$ cat src/rtl/cache_pkg.sv
// ============================================================================
// Module : cache_pkg
// Purpose: Shared definitions for the cache controller: default widths, the
//          controller state encoding and the per-way teg_all slice width.
// Ports  : none (package)
// Rev    : 1.0  initial release
// ============================================================================
`default_nettype none

package cache_pkg;

  localparam int unsigned ATEG_WIDTH_DEF   = 7;
  localparam int unsigned AINDEX_WIDTH_DEF = 6;
  localparam int unsigned ACH_WIDTH_DEF    = 3;

  localparam int unsigned STATE_W = 3;

  typedef enum logic [STATE_W-1:0] {
    ST_IDLE   = 3'd0,
    ST_LOOKUP = 3'd1,
    ST_WBACK  = 3'd2,
    ST_REFILL = 3'd3,
    ST_ALLOC  = 3'd4,
    ST_RESP   = 3'd5
  } state_e;

  // Each way in teg_all carries {tag, val, mod}.
  function automatic int unsigned teg_slice_w(input int unsigned tag_w);
    return tag_w + 2;
  endfunction

  localparam int unsigned TEG_SLICE_W_DEF = ATEG_WIDTH_DEF + 2;

endpackage

`default_nettype wire

$ cat src/rtl/repl_fifo_ptr.sv
// ============================================================================
// Module : repl_fifo_ptr
// Purpose: Per-set FIFO replacement pointer array. One pointer per set,
//          combinational read, increment (wrapping) on enable, synchronous
//          active-low clear of every pointer.
// Ports  : clk, reset (sync, active-low), idx_i (set index), inc_i
//          (advance pointer of idx_i), ptr_o (pointer of idx_i)
// Rev    : 1.0  initial release
// ============================================================================
`default_nettype none

module repl_fifo_ptr #(
  parameter int unsigned IDX_WIDTH = 6,
  parameter int unsigned PTR_WIDTH = 3
) (
  input  logic                 clk,
  input  logic                 reset,
  input  logic [IDX_WIDTH-1:0] idx_i,
  input  logic                 inc_i,
  output logic [PTR_WIDTH-1:0] ptr_o
);

  localparam int unsigned SETS = 2**IDX_WIDTH;

  logic [PTR_WIDTH-1:0] ptr_q [SETS];

  // Pointer width equals log2(ways), so natural overflow is the wrap.
  always_ff @(posedge clk) begin
    if (!reset) begin
      for (int i = 0; i < int'(SETS); i++) begin
        ptr_q[i] <= '0;
      end
    end else if (inc_i) begin
      ptr_q[idx_i] <= ptr_q[idx_i] + PTR_WIDTH'(1);
    end
  end

  assign ptr_o = ptr_q[idx_i];

endmodule

`default_nettype wire

$ cat src/rtl/cache_ctrl.sv
// ============================================================================
// Module : cache_ctrl
// Purpose: Set-associative cache controller. Accepts one CPU request at a
//          time, looks it up in the external tag channels, writes back a
//          dirty FIFO victim, refills from backing memory, allocates the tag
//          and signals completion.
// Ports  : clk, reset (sync, active-low)
//          CPU   : cpu_req, cpu_we, cpu_addr, cpu_ready, cpu_done
//          Tags  : hit_vec, teg_all, tag_addr, tag_wr, tag_md, fifo, hit_all
//          Memory: mem_req, mem_we, mem_addr, mem_ack
//          Stats : hit_cnt, miss_cnt (only with CACHE_CTRL_STATS_EN)
// Config : define CACHE_CTRL_STATS_EN to add saturating 16-bit hit/miss
//          counters.
// Rev    : 1.0  initial release
// ============================================================================
`default_nettype none

module cache_ctrl
  import cache_pkg::*;
#(
  parameter int unsigned ATEG_WIDTH   = ATEG_WIDTH_DEF,
  parameter int unsigned AINDEX_WIDTH = AINDEX_WIDTH_DEF,
  parameter int unsigned ACH_WIDTH    = ACH_WIDTH_DEF
) (
  input  logic                                          clk,
  input  logic                                          reset,
  input  logic                                          cpu_req,
  input  logic                                          cpu_we,
  input  logic [ATEG_WIDTH+AINDEX_WIDTH-1:0]            cpu_addr,
  output logic                                          cpu_ready,
  output logic                                          cpu_done,
  input  logic [(2**ACH_WIDTH)-1:0]                     hit_vec,
  input  logic [(2**ACH_WIDTH)*(ATEG_WIDTH+2)-1:0]      teg_all,
  output logic [ATEG_WIDTH+AINDEX_WIDTH-1:0]            tag_addr,
  output logic                                          tag_wr,
  output logic                                          tag_md,
  output logic [ACH_WIDTH-1:0]                          fifo,
  output logic                                          hit_all,
  output logic                                          mem_req,
  output logic                                          mem_we,
  output logic [ATEG_WIDTH+AINDEX_WIDTH-1:0]            mem_addr,
  input  logic                                          mem_ack
`ifdef CACHE_CTRL_STATS_EN
  ,
  output logic [15:0]                                   hit_cnt,
  output logic [15:0]                                   miss_cnt
`endif
);

  localparam int unsigned SLICE_W = teg_slice_w(ATEG_WIDTH);
  localparam int unsigned AW      = ATEG_WIDTH + AINDEX_WIDTH;

  state_e                  state_q, state_d;
  logic [AW-1:0]           addr_q;
  logic                    we_q;
  logic [ATEG_WIDTH-1:0]   vtag_q;

  logic                    w_hit;
  logic [SLICE_W-1:0]      w_victim;
  logic [AINDEX_WIDTH-1:0] w_idx;
  logic                    w_ptr_inc;

  assign w_idx    = addr_q[AINDEX_WIDTH-1:0];
  assign w_hit    = |hit_vec;
  assign w_victim = teg_all[int'(fifo)*int'(SLICE_W) +: SLICE_W];

  // Pointer only advances on a completed allocation; a reset during ALLOC
  // wins inside the pointer array, so an aborted access never bumps it.
  assign w_ptr_inc = (state_q == ST_ALLOC);

  repl_fifo_ptr #(
    .IDX_WIDTH (AINDEX_WIDTH),
    .PTR_WIDTH (ACH_WIDTH)
  ) u_repl (
    .clk   (clk),
    .reset (reset),
    .idx_i (w_idx),
    .inc_i (w_ptr_inc),
    .ptr_o (fifo)
  );

  // State register
  always_ff @(posedge clk) begin
    if (!reset) begin
      state_q <= ST_IDLE;
    end else begin
      state_q <= state_d;
    end
  end

  // Next-state logic
  always_comb begin
    state_d = state_q;
    case (state_q)
      ST_IDLE:   if (cpu_req) state_d = ST_LOOKUP;
      ST_LOOKUP: begin
        if (w_hit)                        state_d = ST_RESP;
        else if (w_victim[1] && w_victim[0]) state_d = ST_WBACK;
        else                              state_d = ST_REFILL;
      end
      ST_WBACK:  if (mem_ack) state_d = ST_REFILL;
      ST_REFILL: if (mem_ack) state_d = ST_ALLOC;
      ST_ALLOC:  state_d = ST_RESP;
      ST_RESP:   state_d = ST_IDLE;
      default:   state_d = ST_IDLE;
    endcase
  end

  // Request and victim-tag capture. The victim tag is frozen in LOOKUP so the
  // write-back address stays stable even if teg_all changes while waiting.
  always_ff @(posedge clk) begin
    if (!reset) begin
      addr_q <= '0;
      we_q   <= 1'b0;
      vtag_q <= '0;
    end else begin
      if (state_q == ST_IDLE && cpu_req) begin
        addr_q <= cpu_addr;
        we_q   <= cpu_we;
      end
      if (state_q == ST_LOOKUP) begin
        vtag_q <= w_victim[SLICE_W-1:2];
      end
    end
  end

  // Output logic
  always_comb begin
    cpu_ready = (state_q == ST_IDLE);
    cpu_done  = (state_q == ST_RESP);
    tag_addr  = addr_q;
    tag_wr    = (state_q == ST_ALLOC);
    hit_all   = (state_q == ST_LOOKUP) && w_hit;
    tag_md    = ((state_q == ST_LOOKUP) && w_hit && we_q) ||
                ((state_q == ST_ALLOC) && we_q);
    mem_req   = (state_q == ST_WBACK) || (state_q == ST_REFILL);
    mem_we    = (state_q == ST_WBACK);
    mem_addr  = (state_q == ST_WBACK) ? {vtag_q, w_idx} : addr_q;
  end

`ifdef CACHE_CTRL_STATS_EN
  logic [15:0] hit_cnt_q, miss_cnt_q;

  always_ff @(posedge clk) begin
    if (!reset) begin
      hit_cnt_q  <= '0;
      miss_cnt_q <= '0;
    end else if (state_q == ST_LOOKUP) begin
      if (w_hit) begin
        if (hit_cnt_q != 16'hFFFF) hit_cnt_q <= hit_cnt_q + 16'd1;
      end else begin
        if (miss_cnt_q != 16'hFFFF) miss_cnt_q <= miss_cnt_q + 16'd1;
      end
    end
  end

  assign hit_cnt  = hit_cnt_q;
  assign miss_cnt = miss_cnt_q;
`endif

endmodule

`default_nettype wire

$ cat config.mk
export PLATFORM = sky130hd
export DESIGN_NAME = cache_ctrl
export DESIGN_NICKNAME = d
export VERILOG_FILES = /design/src/rtl/cache_pkg.sv /design/src/rtl/repl_fifo_ptr.sv /design/src/rtl/cache_ctrl.sv
export SDC_FILE = /design/constraint.sdc
export NUM_CORES = 1
export LEC_CHECK = 0
export ABC_AREA = 1
export BUFFER_PORTS_ARGS = -buffer_cell sky130_fd_sc_hd__buf_2
export CELL_PAD_IN_SITES_DETAIL_PLACEMENT = 1
export CELL_PAD_IN_SITES_GLOBAL_PLACEMENT = 2
export CORE_ASPECT_RATIO = 0.75
export CORE_UTILIZATION = 35
export DETAILED_ROUTE_END_ITERATION = 16
export PLACE_DENSITY_LB_ADDON = 0.15
export SYNTH_ARGS = -nofsm -noshare
export SYNTH_HDL_FRONTEND = slang
export SYNTH_HIERARCHICAL = 1
export SYNTH_SLANG_ARGS = --single-unit
$ cat constraint.sdc
create_clock -name clk -period 4.9 [get_ports clk]
set_input_delay 0.735 -clock clk [delete_from_list [all_inputs] [get_ports clk]]
set_output_delay 0.735 -clock clk [all_outputs]
set_load 0.1 [all_outputs]
==> flow_metrics.py <==
metrics = {
    "layout": {
        "syn_to_final_growth_pct": 16.6,
        "diodes": 0,
        "drive_gt1_frac": 0.164,
        "nFillCells": 3665,
        "multi_input_area_sq_um": 3870,
        "final_common_cell": "nand2_1",
        "fin_util": 0.418,
        "seq_area_sq_um": 6250,
        "final_cell_mix": "389 x nand2_1, 254 x nor2_1, 192 x edfxtp_1",
        "finalNetCount": 1506,
    },
    "sta": {
        "finalCritPeriodShare": 0.966,
        "drv_slew": 0,
        "setup_violations": 0,
        "slew_headroom": 0.199,
        "tightest_slew_ns": 1.20,
        "rsz0062_at_grt": "no",
        "fin_skew_ns": 0.0104,
        "tns_ns": 0,
        "fmax_ghz": 0.211,
        "hold_viol": 0,
        "period_needed_ns": 4.73,
    },
    "clock_network": {
        "cts.sinks": 216,
        "postCtsResizedCells": 0,
        "clockBufferDepth": 3,
        "numCtsBuffers": 24,
        "cts-hold-fix-buffers": 0,
        "clk_pin_slew_worst_paths_ns": 0.06,
        "cts_tree": "done",
        "root_buffer": "clkbuf_16",
        "cts_setup_buffers": 0,
        "cts_max_level": 1,
        "worst_skew_pair.late_latency_ns": 0.53,
    },
    "power_and_ir_drop": {
        "seq_power_share": 0.424,
        "p_sw_mw": 1.73,
        "combPwrFrac": 0.229,
        "clockPowerShare": 0.347,
        "intPower_mw": 3.30,
        "finalPower_mw": 5.03,
        "p_per_area_nw_per_um2": 396,
        "max-vdd-ir-drop_mv": 0.209,
        "leakagePower_nw": 5.37,
        "swShare": 0.344,
    },
    "setup_path": {
        "critPathLaunchType": "flop",
        "path_common_cell": "nand2_1",
        "critPathCaptureType": "output pin",
        "critPathKind": "reg2out",
        "slowest_delay_ns": 0.83,
        "rrSetupSlack_ns": 0.68,
        "critPathTopFamily": "simple AND/OR/NAND/NOR gates",
        "cp_cell_sequence": "nand2_2, nor2_1, buf_4, a22oi_1, nand4_1, nand2_1, nand2_1, nor2_1, nand2_1, buf_2",
        "cp_num_buf_inv": 2,
        "critPathArrivalTime_ns": 4.00,
        "reg2reg_depth": 13,
        "reg2reg_from": "tag_addr[2]",
        "slowest_stage": "dfxtp_1",
        "path_max_fanout": 13,
        "r2r-end": "u_repl/ptr_q[60][1]",
        "critical_path_required_ns": 4.16,
    },
    "placed_design": {
        "place.gp.congestion": 0.833,
        "port_buffers": 133,
        "dp_hpwl_microns": 27000,
    },
    "run_status": {
        "outcome": "complete, no violations",
    },
    "route": {
        "vias": 9566,
        "drc": 0,
        "wl_microns": 39200,
        "antenna_left": 0,
        "drt_iter0_markers": 721,
        "viasPerCell": 5.24,
        "wire_per_inst_microns": 21.5,
        "firstDrtPassIters": 5,
    },
    "hold_path": {
        "hold_depth": 2,
        "worstHoldEndpoint": "tag_addr[12]",
        "worstHoldStart": "tag_addr[12]",
        "hp-class": "reg2reg",
    },
    "global_route": {
        "grt_max_degree": 74,
        "grt_use_total": 0.250,
        "overflow": 0,
        "grt_pass1_wl_microns": 58900,
        "first_global_vias": 9603,
        "antenna_found_initial": 1,
    },
    "logic_synthesis": {
        "yosys_warnings": 6,
        "synth_cell_types": 34,
        "synth_top_area_frac": 0.529,
        "synthFlopType": "edfxtp_1",
        "synth-edff-count": 192,
        "synthTopCellsByArea": "edfxtp_1 53%, nand2_1 13%, nor2_1 8.8%, dfxtp_1 4.4%, inv_1 3.1%",
        "synth.cell_area_sq_um": 10900,
        "syn-instance-count": 1289,
        "yosysTopAreaCell": "edfxtp_1",
        "async_flop_share": 0,
        "yosysSeqAreaShare": 0.573,
        "synth_nets": 1388,
        "syn_area_per_cell_sq_um": 8.46,
        "synth-seq-cells": 216,
    },
    "run": {
        "maxCapViolations": 0,
    },
    "die": {
        "num_rows": 55,
        "dieHeight_microns": 155,
        "core_area_sq_um": 30400,
        "io_pins": 134,
        "die_width_microns": 206,
        "initial_utilization": 0.358,
        "dieArea_sq_um": 31900,
    },
}
-- cells in the mapped netlist (5+ instances only) --
| library cell | number |
|---|---|
| nor2_1 | 256 |
| clkbuf_1 | 26 |
| a21oi_1 | 43 |
| o211ai_1 | 8 |
| edfxtp_1 | 192 |
| o22ai_1 | 7 |
| inv_1 | 89 |
| o221ai_1 | 7 |
| nor2_2 | 5 |
| o21ai_0 | 54 |
| nand4_1 | 11 |
| nand2_1 | 390 |
| inv_2 | 8 |
| buf_4 | 22 |
| buf_2 | 25 |
| a22oi_1 | 9 |
| dfxtp_1 | 24 |
| nand3_1 | 63 |
| nor3_1 | 13 |
| o21ai_1 | 10 |
-- worst max path at each step --
| stage | from | to | slack [ns] | cells after the start |
|---|---|---|---|---|
| finish | tag_addr[2] | fifo[1] | 0.17 | 10 |
| CTS | tag_addr[2] | fifo[1] | 0.20 | 10 |
| global route | tag_addr[2] | fifo[1] | 0.05 | 10 |
| detailed placement | tag_addr[2] | u_repl/ptr_q[60][1] | 0.72 | 13 |
| floorplan | state_q[2] | mem_addr[10] | 0.68 | 5 |
| global placement | tag_addr[0] | state_q[0] | 0.77 | 20 |
-- logic make-up (layout without fill, tap and decap cells) --
family / Yosys count / count (layout) / share of synthesized area
and+or+nand+nor: 757 / 757 / 0.281
AOI/OAI and AO/OA: 139 / 139 / 0.0716
adders and majority gates: 1 / 1 / 0.00115
buffers and inverters: 176 / 312 / 0.0736
DFF: 216 / 216 / 0.573
-- worst register-to-register path, delay by kind of cell, from the launching register on --
family / cells / cell delay (ns)
and+or+nand+nor: 8 / 1.79
adders and majority gates: 1 / 0.35
AOI/OAI and AO/OA: 1 / 0.12
buffers and inverters: 3 / 0.90
DFF: 1 / 0.83
-- stage by stage --
stage | hold WS, ns | instances | setup slack (ns) | area [sq um]
6_report | 0.466 | 1824 | 0.167 | 12700
5_1_grt | 0.484 | 1824 | 0.0508 | 12700
4_1_cts | 0.470 | 1824 | 0.196 | 12700
3_5_place_dp | 0.462 | 1780 | 0.723 | 12000
3_3_place_gp | 0.446 | 1780 | 0.772 | 12000
2_1_floorplan | 0.429 | 1289 | 0.675 | 10900
-- power by group through the flow --
stage	combinational, mW	sequential, mW	clock (mW)
floorplan	0.725	2.21	0
global placement	1.15	2.17	0
detailed placement	1.16	2.17	0
CTS	1.16	2.13	1.78
global route	1.24	2.14	1.85
finish	1.15	2.13	1.75
-- flip-flops by register name, summed over array words and instances, names as in the netlist --
name          flops
u_repl/ptr_q    192
tag_addr         13
vtag_q            7
state_q           3
we_q              1
-- layer usage --
metal / routed length, microns / share of wire / global-route usage / vias to the layer above
met5: 0 / 0 / 0 / -
met4: 699 / 0.018 / 0.0483 / 0
met3: 2530 / 0.064 / 0.0427 / 51
met2: 17100 / 0.44 / 0.379 / 265
met1: 18800 / 0.48 / 0.374 / 4782
li1: - / - / - / 4468
-- layout make-up --
cell class	instances	share of cell area
Sequential cell	216	0.491
Multi-Input combinational cell	897	0.305
Timing Repair Buffer	168	0.0762
Clock buffer	33	0.0540
Tap cell	399	0.0393
Inverter	100	0.0299
Clock inverter	11	0.00453
No activity file was read; power rests on OpenSTA's default activity.
